`config.mk`:
```
export PLATFORM = sky130hd
export DESIGN_NAME = apb4_slave_regif
export DESIGN_NICKNAME = d
export VERILOG_FILES = /design/src/rtl/apb4_slave_regif.sv
export SDC_FILE = /design/constraint.sdc
export NUM_CORES = 1
export LEC_CHECK = 0
export CORE_AREA = 10 10 99 101
export CTS_CLUSTER_DIAMETER = 30
export DETAILED_ROUTE_END_ITERATION = 8
export DIE_AREA = 0 0 109 111
export HOLD_SLACK_MARGIN = 0.02
export PLACE_DENSITY = 0.83
export RECOVER_POWER = 25
export REMOVE_ABC_BUFFERS = 1
export SYNTH_ARGS = -nofsm -noshare
export SYNTH_HDL_FRONTEND = slang
export SYNTH_SLANG_ARGS = --single-unit
```
`constraint.sdc`:
```
create_clock -name clk -period 3 [get_ports clk]
set_input_delay 0.6 -clock clk [delete_from_list [all_inputs] [get_ports clk]]
set_output_delay 0.6 -clock clk [all_outputs]
set_load 0.02 [all_outputs]
```
`src/rtl/apb4_slave_regif.sv`:
```
`default_nettype none
// ============================================================================
//  Module      : apb4_slave_regif
//  Description : APB4 slave front end for a bank of NUM_REGS 32-bit registers.
//                Decodes PADDR[11:0] against ADDR_OFFSET + 4*i, optionally
//                inserts WAIT_CYCLES wait states, and issues one-cycle
//                read/write enable pulses to the register bank.
//                Optional macro APB4_SLV_PSTRB_EN: latch PSTRB onto w_strb
//                and treat a zero-strobe write as a slave error.
//  Revision    : 1.0 - initial release
// ============================================================================
module apb4_slave_regif #(
    parameter int                     NUM_REGS    = 4,
    parameter logic [11:0]            ADDR_OFFSET = 12'h000,
    parameter int                     WAIT_CYCLES = 0,
    parameter logic [NUM_REGS-1:0]    RO_MASK     = '0
) (
    input  logic                      clk,
    input  logic                      rst,
    input  logic [31:0]               PADDR,
    input  logic [31:0]               PWDATA,
    input  logic [3:0]                PSTRB,
    input  logic                      PWRITE,
    input  logic                      PSEL,
    input  logic                      PENABLE,
    output logic [31:0]               PRDATA,
    output logic                      PREADY,
    output logic                      PSLVERR,
    input  logic [NUM_REGS*32-1:0]    read_data,
    output logic [NUM_REGS-1:0]       w_enable,
    output logic [NUM_REGS-1:0]       r_enable,
    output logic [31:0]               w_data,
    output logic [3:0]                w_strb
);

    localparam int          IDX_W       = (NUM_REGS > 1) ? $clog2(NUM_REGS) : 1;
    localparam logic [3:0]  c_wait_load = 4'(WAIT_CYCLES);
    localparam logic [31:0] c_err_data  = 32'hBAD1BAD1;

    typedef enum logic [1:0] {
        ST_IDLE   = 2'd0,
        ST_WAIT   = 2'd1,
        ST_ACCESS = 2'd2,
        ST_ERROR  = 2'd3
    } state_t;

    state_t             r_state;
    logic [IDX_W-1:0]   r_idx;
    logic               r_write;
    logic [3:0]         r_cnt;

    logic               w_hit;
    logic [IDX_W-1:0]   w_hit_idx;
    logic               w_ro;
    logic               w_err;
    logic [NUM_REGS-1:0] w_onehot;
    logic [31:0]        w_rd_sel;

`ifdef APB4_SLV_PSTRB_EN
    logic [3:0]         r_strb;
    logic               w_unused_bits;
    assign w_unused_bits = ^PADDR[31:12];
`else
    logic               w_unused_bits;
    assign w_unused_bits = ^{PADDR[31:12], PSTRB};
`endif

    // Address decode and error classification for the setup phase; the
    // ascending scan lets the highest matching index win.
    always_comb begin
        w_hit     = 1'b0;
        w_hit_idx = '0;
        w_ro      = 1'b0;
        for (int i = 0; i < NUM_REGS; i++) begin
            if (PADDR[11:0] == (ADDR_OFFSET + 12'(4 * i))) begin
                w_hit     = 1'b1;
                w_hit_idx = IDX_W'(i);
            end
        end
        for (int i = 0; i < NUM_REGS; i++) begin
            if (w_hit_idx == IDX_W'(i)) begin
                w_ro = RO_MASK[i];
            end
        end
        w_err = !w_hit || (PADDR[1:0] != 2'b00) || (PWRITE && w_ro);
`ifdef APB4_SLV_PSTRB_EN
        w_err = w_err || (PWRITE && (PSTRB == 4'h0));
`endif
    end

    // Transfer state machine: latch the request at setup, count wait states,
    // then present a single ACCESS or ERROR completion cycle.
    always_ff @(posedge clk) begin
        if (rst) begin
            r_state <= ST_IDLE;
            r_idx   <= '0;
            r_write <= 1'b0;
            r_cnt   <= 4'd0;
`ifdef APB4_SLV_PSTRB_EN
            r_strb  <= 4'h0;
`endif
        end else begin
            case (r_state)
                ST_IDLE: begin
                    if (PSEL && !PENABLE) begin
                        r_idx   <= w_hit_idx;
                        r_write <= PWRITE;
                        r_cnt   <= c_wait_load;
`ifdef APB4_SLV_PSTRB_EN
                        r_strb  <= PSTRB;
`endif
                        if (w_err) begin
                            r_state <= ST_ERROR;
                        end else if (c_wait_load != 4'd0) begin
                            r_state <= ST_WAIT;
                        end else begin
                            r_state <= ST_ACCESS;
                        end
                    end
                end
                ST_WAIT: begin
                    if (!PSEL) begin
                        // Master abandoned the transfer: drop it silently.
                        r_state <= ST_IDLE;
                        r_cnt   <= 4'd0;
                    end else if (r_cnt <= 4'd1) begin
                        r_state <= ST_ACCESS;
                        r_cnt   <= 4'd0;
                    end else begin
                        r_cnt   <= r_cnt - 4'd1;
                    end
                end
                ST_ACCESS: r_state <= ST_IDLE;
                ST_ERROR:  r_state <= ST_IDLE;
                default:   r_state <= ST_IDLE;
            endcase
        end
    end

    // Completion-phase outputs decoded from the registered state and index.
    always_comb begin
        w_onehot = '0;
        w_rd_sel = 32'h0;
        for (int i = 0; i < NUM_REGS; i++) begin
            if (r_idx == IDX_W'(i)) begin
                w_onehot[i] = 1'b1;
                w_rd_sel    = read_data[32*i +: 32];
            end
        end
        PREADY   = (r_state == ST_ACCESS) || (r_state == ST_ERROR);
        PSLVERR  = (r_state == ST_ERROR);
        PRDATA   = 32'h0;
        w_enable = '0;
        r_enable = '0;
        if (r_state == ST_ACCESS) begin
            if (r_write) begin
                w_enable = w_onehot;
            end else begin
                r_enable = w_onehot;
                PRDATA   = w_rd_sel;
            end
        end else if (r_state == ST_ERROR) begin
            PRDATA = c_err_data;
        end
    end

    assign w_data = PWDATA;

`ifdef APB4_SLV_PSTRB_EN
    assign w_strb = r_strb;
`else
    assign w_strb = 4'hF;
`endif

endmodule
`default_nettype wire

```
# Yosys cells after proc, flatten, opt, wreduce, memory -nomap -nowiden
# Index checks and enable logic that the tools add are counted.
totals:
  output_inout_bits: 78
  inputBits: 201
  register_bits: 9
op_classes:
  mux: 31
  addsub: 1
  eq_ne: 11
  order_cmp: 1
  n_reduce_logical: 14
op_table:
  columns: ["operator", "n"]
  rows:
  - ["32-bit two-way mux", 7]
  - ["4-bit two-way mux", 7]
  - ["12-bit by 4-bit == test with 1-bit output (second input constant)", 2]
  - ["12-bit by 3-bit == test with 1-bit output (second input constant)", 1]
  - ["12-bit logical NOT", 1]
  - ["1-bit two-way mux", 10]
  - ["2-bit two-way mux", 5]
  - ["2-bit == test (second input constant)", 4]
  - ["4-bit one-hot mux with 2 select lines", 1]
  - ["2-bit one-hot mux with 3 select lines", 1]
  - ["2-bit AND reduction", 3]
  - ["2-bit by 1-bit == test with 1-bit output (second input constant)", 2]
  - ["4-bit by 1-bit <= comparator with 1-bit output (second input constant)", 1]
  - ["2-bit logical NOT", 2]
  - ["2-bit nonzero test", 2]
  - ["4-bit by 1-bit subtractor with 4-bit output (second input constant)", 1]
  - ["3-bit inequality test (second input constant)", 1]
  - ["1-bit logical NOT", 2]
  - ["1-bit logical OR", 2]
  - ["2-bit inequality test (second input constant)", 1]
  - ["2-bit OR reduction", 1]
  - ["1-bit logical AND", 1]

# Logic depth before layout (Yosys ltp)
depth:
  ltp_word: 10
  mapped_depth: 6

# Worst setup path before layout
# No wires, ideal clock.
synth_path:
  path_type: "reg-to-output"
  startpoint: "reg r_state[1]"
  endpoint: "out PRDATA[0]"
  arrival_ns: 1.418
  setup_slack_ns: 0.982
  path_stages_with_launch: 4
  path_buffers: 1
  path_cell_list: "dfxtp_1 -> nand3b_1 -> clkbuf_1 -> o21ai_0"
synth_between:
  elab_chain_len: 3
  elab_cells_between_ends: 4
  classes_between: "eq/ne: 2; mux: 2"
synth_rtl:
  columns: ["item", "line_no", "text"]
  rows:
  - ["start, declared", "47", "state_t r_state;"]
  - ["start signal, assigned", "95", "r_state <= ST_IDLE;"]
  - ["start signal, assigned", "113", "r_state <= ST_ERROR;"]
  - ["start signal, assigned", "115", "r_state <= ST_WAIT;"]
  - ["2-bit == test", "162", "end else if (r_state == ST_ERROR) begin"]
  - ["32-bit two-way mux", "162", null]
  - ["32-bit two-way mux *", "155", "if (r_state == ST_ACCESS) begin"]
  - ["end, declared", "26", "output logic [31:0] PRDATA,"]
# Every way passes the cells marked *; elsewhere a longest branch is shown, timed or not.

# Worst setup path after layout
layout_path:
  startpoint: "in read_data[23]"
  endpoint: "out PRDATA[23]"
layout_between:
  elab_chain_len: 6
layout_rtl:
  columns: ["item", "line_no", "text"]
  rows:
  - ["start, declared", "29", "input logic [NUM_REGS*32-1:0] read_data,"]
  - ["32-bit two-way mux (4 in series)", "145", "if (r_idx == IDX_W'(i)) begin"]
  - ["32-bit two-way mux", "156", "if (r_write) begin"]
  - ["32-bit two-way mux", "155", null]
# No other way between the ends.

==> impl_metrics.yaml <==
cts:
  clockRootBuffer: "clkbuf_8"
  cts_hold_buffers: 0
  cts.sinks: 9
  post_cts_buffers: 0
  cts_tree: "yes"
  clk_latency_ps: 230
  cts_max_level: 1
  cts.clk_slew.worst_paths_ps: 50
  cts_resized: 0
  cts_inserted_buffers: 3
  clk_path_buf_depth: 2
min_path:
  whs_endpoint: "r_cnt[0]"
  hold_class: "register to register"
  worstHoldPathCells: 2
  hp-start: "r_cnt[0]"
detailed_routing:
  routed.top_layer: "met4"
  drt_iter0_markers: 80
  wl_met1_um: 3870
  dr_wl_met2_um: 4530
  drtPass1Iterations: 4
  ant_nets: 0
  routedWlPerCell_um: 22.0
  met3_length_um: 1450
  avgViaCountPerCell: 4.70
  drc: 0
  drt_wl_total_um: 9940
  vias: 2124
critical_path:
  crit_family: "buffers and inverters"
  path_cells: "clkdlybuf4s50_1 > mux4_2 > inv_1 > o21ai_0 > clkdlybuf4s50_1"
  crit_arrival_ps: 2250
  worstSetupPathType: "input pin to primary output"
  worst-path-max-fanout: 1
  rr_endpoint: "r_cnt[3]"
  rrSetupSlack_ps: 1510
  critPathCaptureType: "primary output"
  crit_slowest_cell: "clkdlybuf4s50_1"
  ff2ff_path_depth: 6
  path_common_cell: "clkdlybuf4s50_1"
  cp-start-kind: "input pin"
  cp_num_buf_inv: 3
  r2r_start: "r_cnt[0]"
  cp.required_ps: 2400
  cp_slowest_stage_delay_ps: 680
final_layout:
  syn2layout_area_growth_pct: 93.9
  layout.cells.most_common: "clkdlybuf4s50_1"
  final_cell_mix: "clkdlybuf4s50_1, mux4_2, inv_1"
  final_nets: 551
  diodes: 0
  drive_above_1_share: 0.144
  final_area_mm2: 0.00363
synth:
  ys_types: 34
  synth_edf_count: 0
  synth-seq-cells: 9
  synth_area_per_cell_um2: 9.47
  synthCells: 198
  ys_seq_area_frac: 0.0961
  yosys_most_used_dff: "dfxtp_1"
  synthArstFlopShare: 0
  ys.warnings.count: 0
  syn-cell-area_mm2: 0.00187
timing:
  fin_skew_ps: 3.91
  rsz0062_at_grt: "no"
  finalCritPeriodShare: 0.951
  hold_ws_ps: 489
  drv_slew: 0
  period_needed_ps: 2850
  slew_headroom: 0.605
  setup_viol_count_final: 0
  max_slew.worst_pin.slew_ps: 591
  hold_viol: 0
  clock.fmax_mhz: 351
die:
  die_x_um: 109
  core_area_mm2: 0.00797
  fp.dieH_um: 111
  die_area_mm2: 0.0121
  num_io_pins: 279
  start_util: 0.235
  num_rows: 33
status:
  status: "complete, no violations"
global_route:
  antenna_found_initial: 0
  grt_pass1_wl_um: 14100
  grt_pass1_vias: 2397
  grt_max_degree: 23
  grt.overflow.total: 0
  gr-usage-all-layers: 0.153
pwr:
  p_leak_uw: 0.00128
  ir_worst_vdd_mv: 0.106
  power_density_mw_per_mm2: 162
placement:
  numPortBuffers: 186
  place_congestion: 0.878
  dpl.hpwl_um: 8700
  post_dp_cell_area_mm2: 0.00359
flow_run:
  max_cap_viol_count: 0
## flip-flops by register name, summed over array words and instances, names as in the netlist
| register | cells |
|---|---|
| r_state | 2 |
| r_cnt | 4 |
| r_write | 1 |
| r_idx | 2 |
## worst max-delay path by stage
stage,start,end,slack (ps),cells after the start
2_1_floorplan,r_idx[0],PRDATA[0],-90,3
3_3_place_gp,read_data[102],PRDATA[6],150,5
3_5_place_dp,read_data[70],PRDATA[6],150,5
4_1_cts,read_data[70],PRDATA[6],150,5
5_1_grt,read_data[84],PRDATA[20],80,5
6_report,read_data[23],PRDATA[23],150,5
## routing by layer
layer	track usage	vias up
met1	0.172	995
met2	0.240	154
met5	0.0268	-
met4	0.0264	0
met3	0.0930	6
li1	-	969
## cell usage after synthesis (2+ instances only)
| master | count | area (um^2) |
|---|---|---|
| a21oi_1 | 5 | 25.0 |
| a21oi_2 | 2 | 17.5 |
| buf_2 | 3 | 15.0 |
| buf_4 | 38 | 285 |
| clkbuf_1 | 5 | 18.8 |
| dfxtp_1 | 9 | 180 |
| ha_1 | 2 | 25.0 |
| inv_1 | 22 | 82.6 |
| mux4_2 | 32 | 721 |
| nand2_1 | 3 | 11.3 |
| nand2b_1 | 6 | 37.5 |
| nand3_1 | 3 | 15.0 |
| nor2_1 | 10 | 37.5 |
| nor2b_1 | 15 | 93.8 |
| nor3_1 | 3 | 15.0 |
| o21ai_0 | 20 | 100 |
| or2b_2 | 2 | 17.5 |
| or4_1 | 2 | 15.0 |
## through the flow
stage | std cells | power (uW) | util | worst slack [ps] | TNS (ps)
after floorplan | 151 | 214 | - | -90.8 | -1630
after global placement | 448 | 448 | 0.450 | 152 | 0
after detailed placement | 448 | 454 | 0.450 | 155 | 0
after CTS | 452 | 596 | 0.456 | 155 | 0
after global routing | 452 | 620 | 0.456 | 78.0 | 0
final | 452 | 589 | 0.456 | 148 | 0
## worst register-to-register path, stage by stage (launching register included)
cell     delay, ps
dfxtp_1        360
inv_1           80
ha_1           230
nor2_1         140
o31ai_1        140
or4_1          410
o21ai_0         80
## where the power goes
part | internal, uW | leakage [uW] | switching, uW
clock | 92.5 | 0.0000228 | 46.5
combinational | 233 | 0.00119 | 92.7
sequential | 122 | 0.0000739 | 2.67
total | 447 | 0.00128 | 142
## kinds of logic (layout without fill, tap and decap cells)
logic type	Yosys count	after routing	share of synthesized area
adder cells (fa/ha/maj)	2	2	0.0133
buffers and inverters	72	218	0.238
other	1	4	0.00200
multiplexers	33	33	0.390
flip-flops	9	9	0.0961
AO/OA/AOI/OAI	30	30	0.0888
AND/OR/NAND/NOR	51	51	0.172
## layout make-up
| class | count | area, um^2 |
|---|---|---|
| Timing Repair Buffer | 192 | 1930 |
| Tap cell | 105 | 131 |
| Multi-Input combinational cell | 120 | 1260 |
| Clock buffer | 4 | 45.0 |
| Inverter | 22 | 82.6 |
| Sequential cell | 9 | 183 |
| Fill cell | 747 | 4340 |
Power figures use the tool's default switching activity.
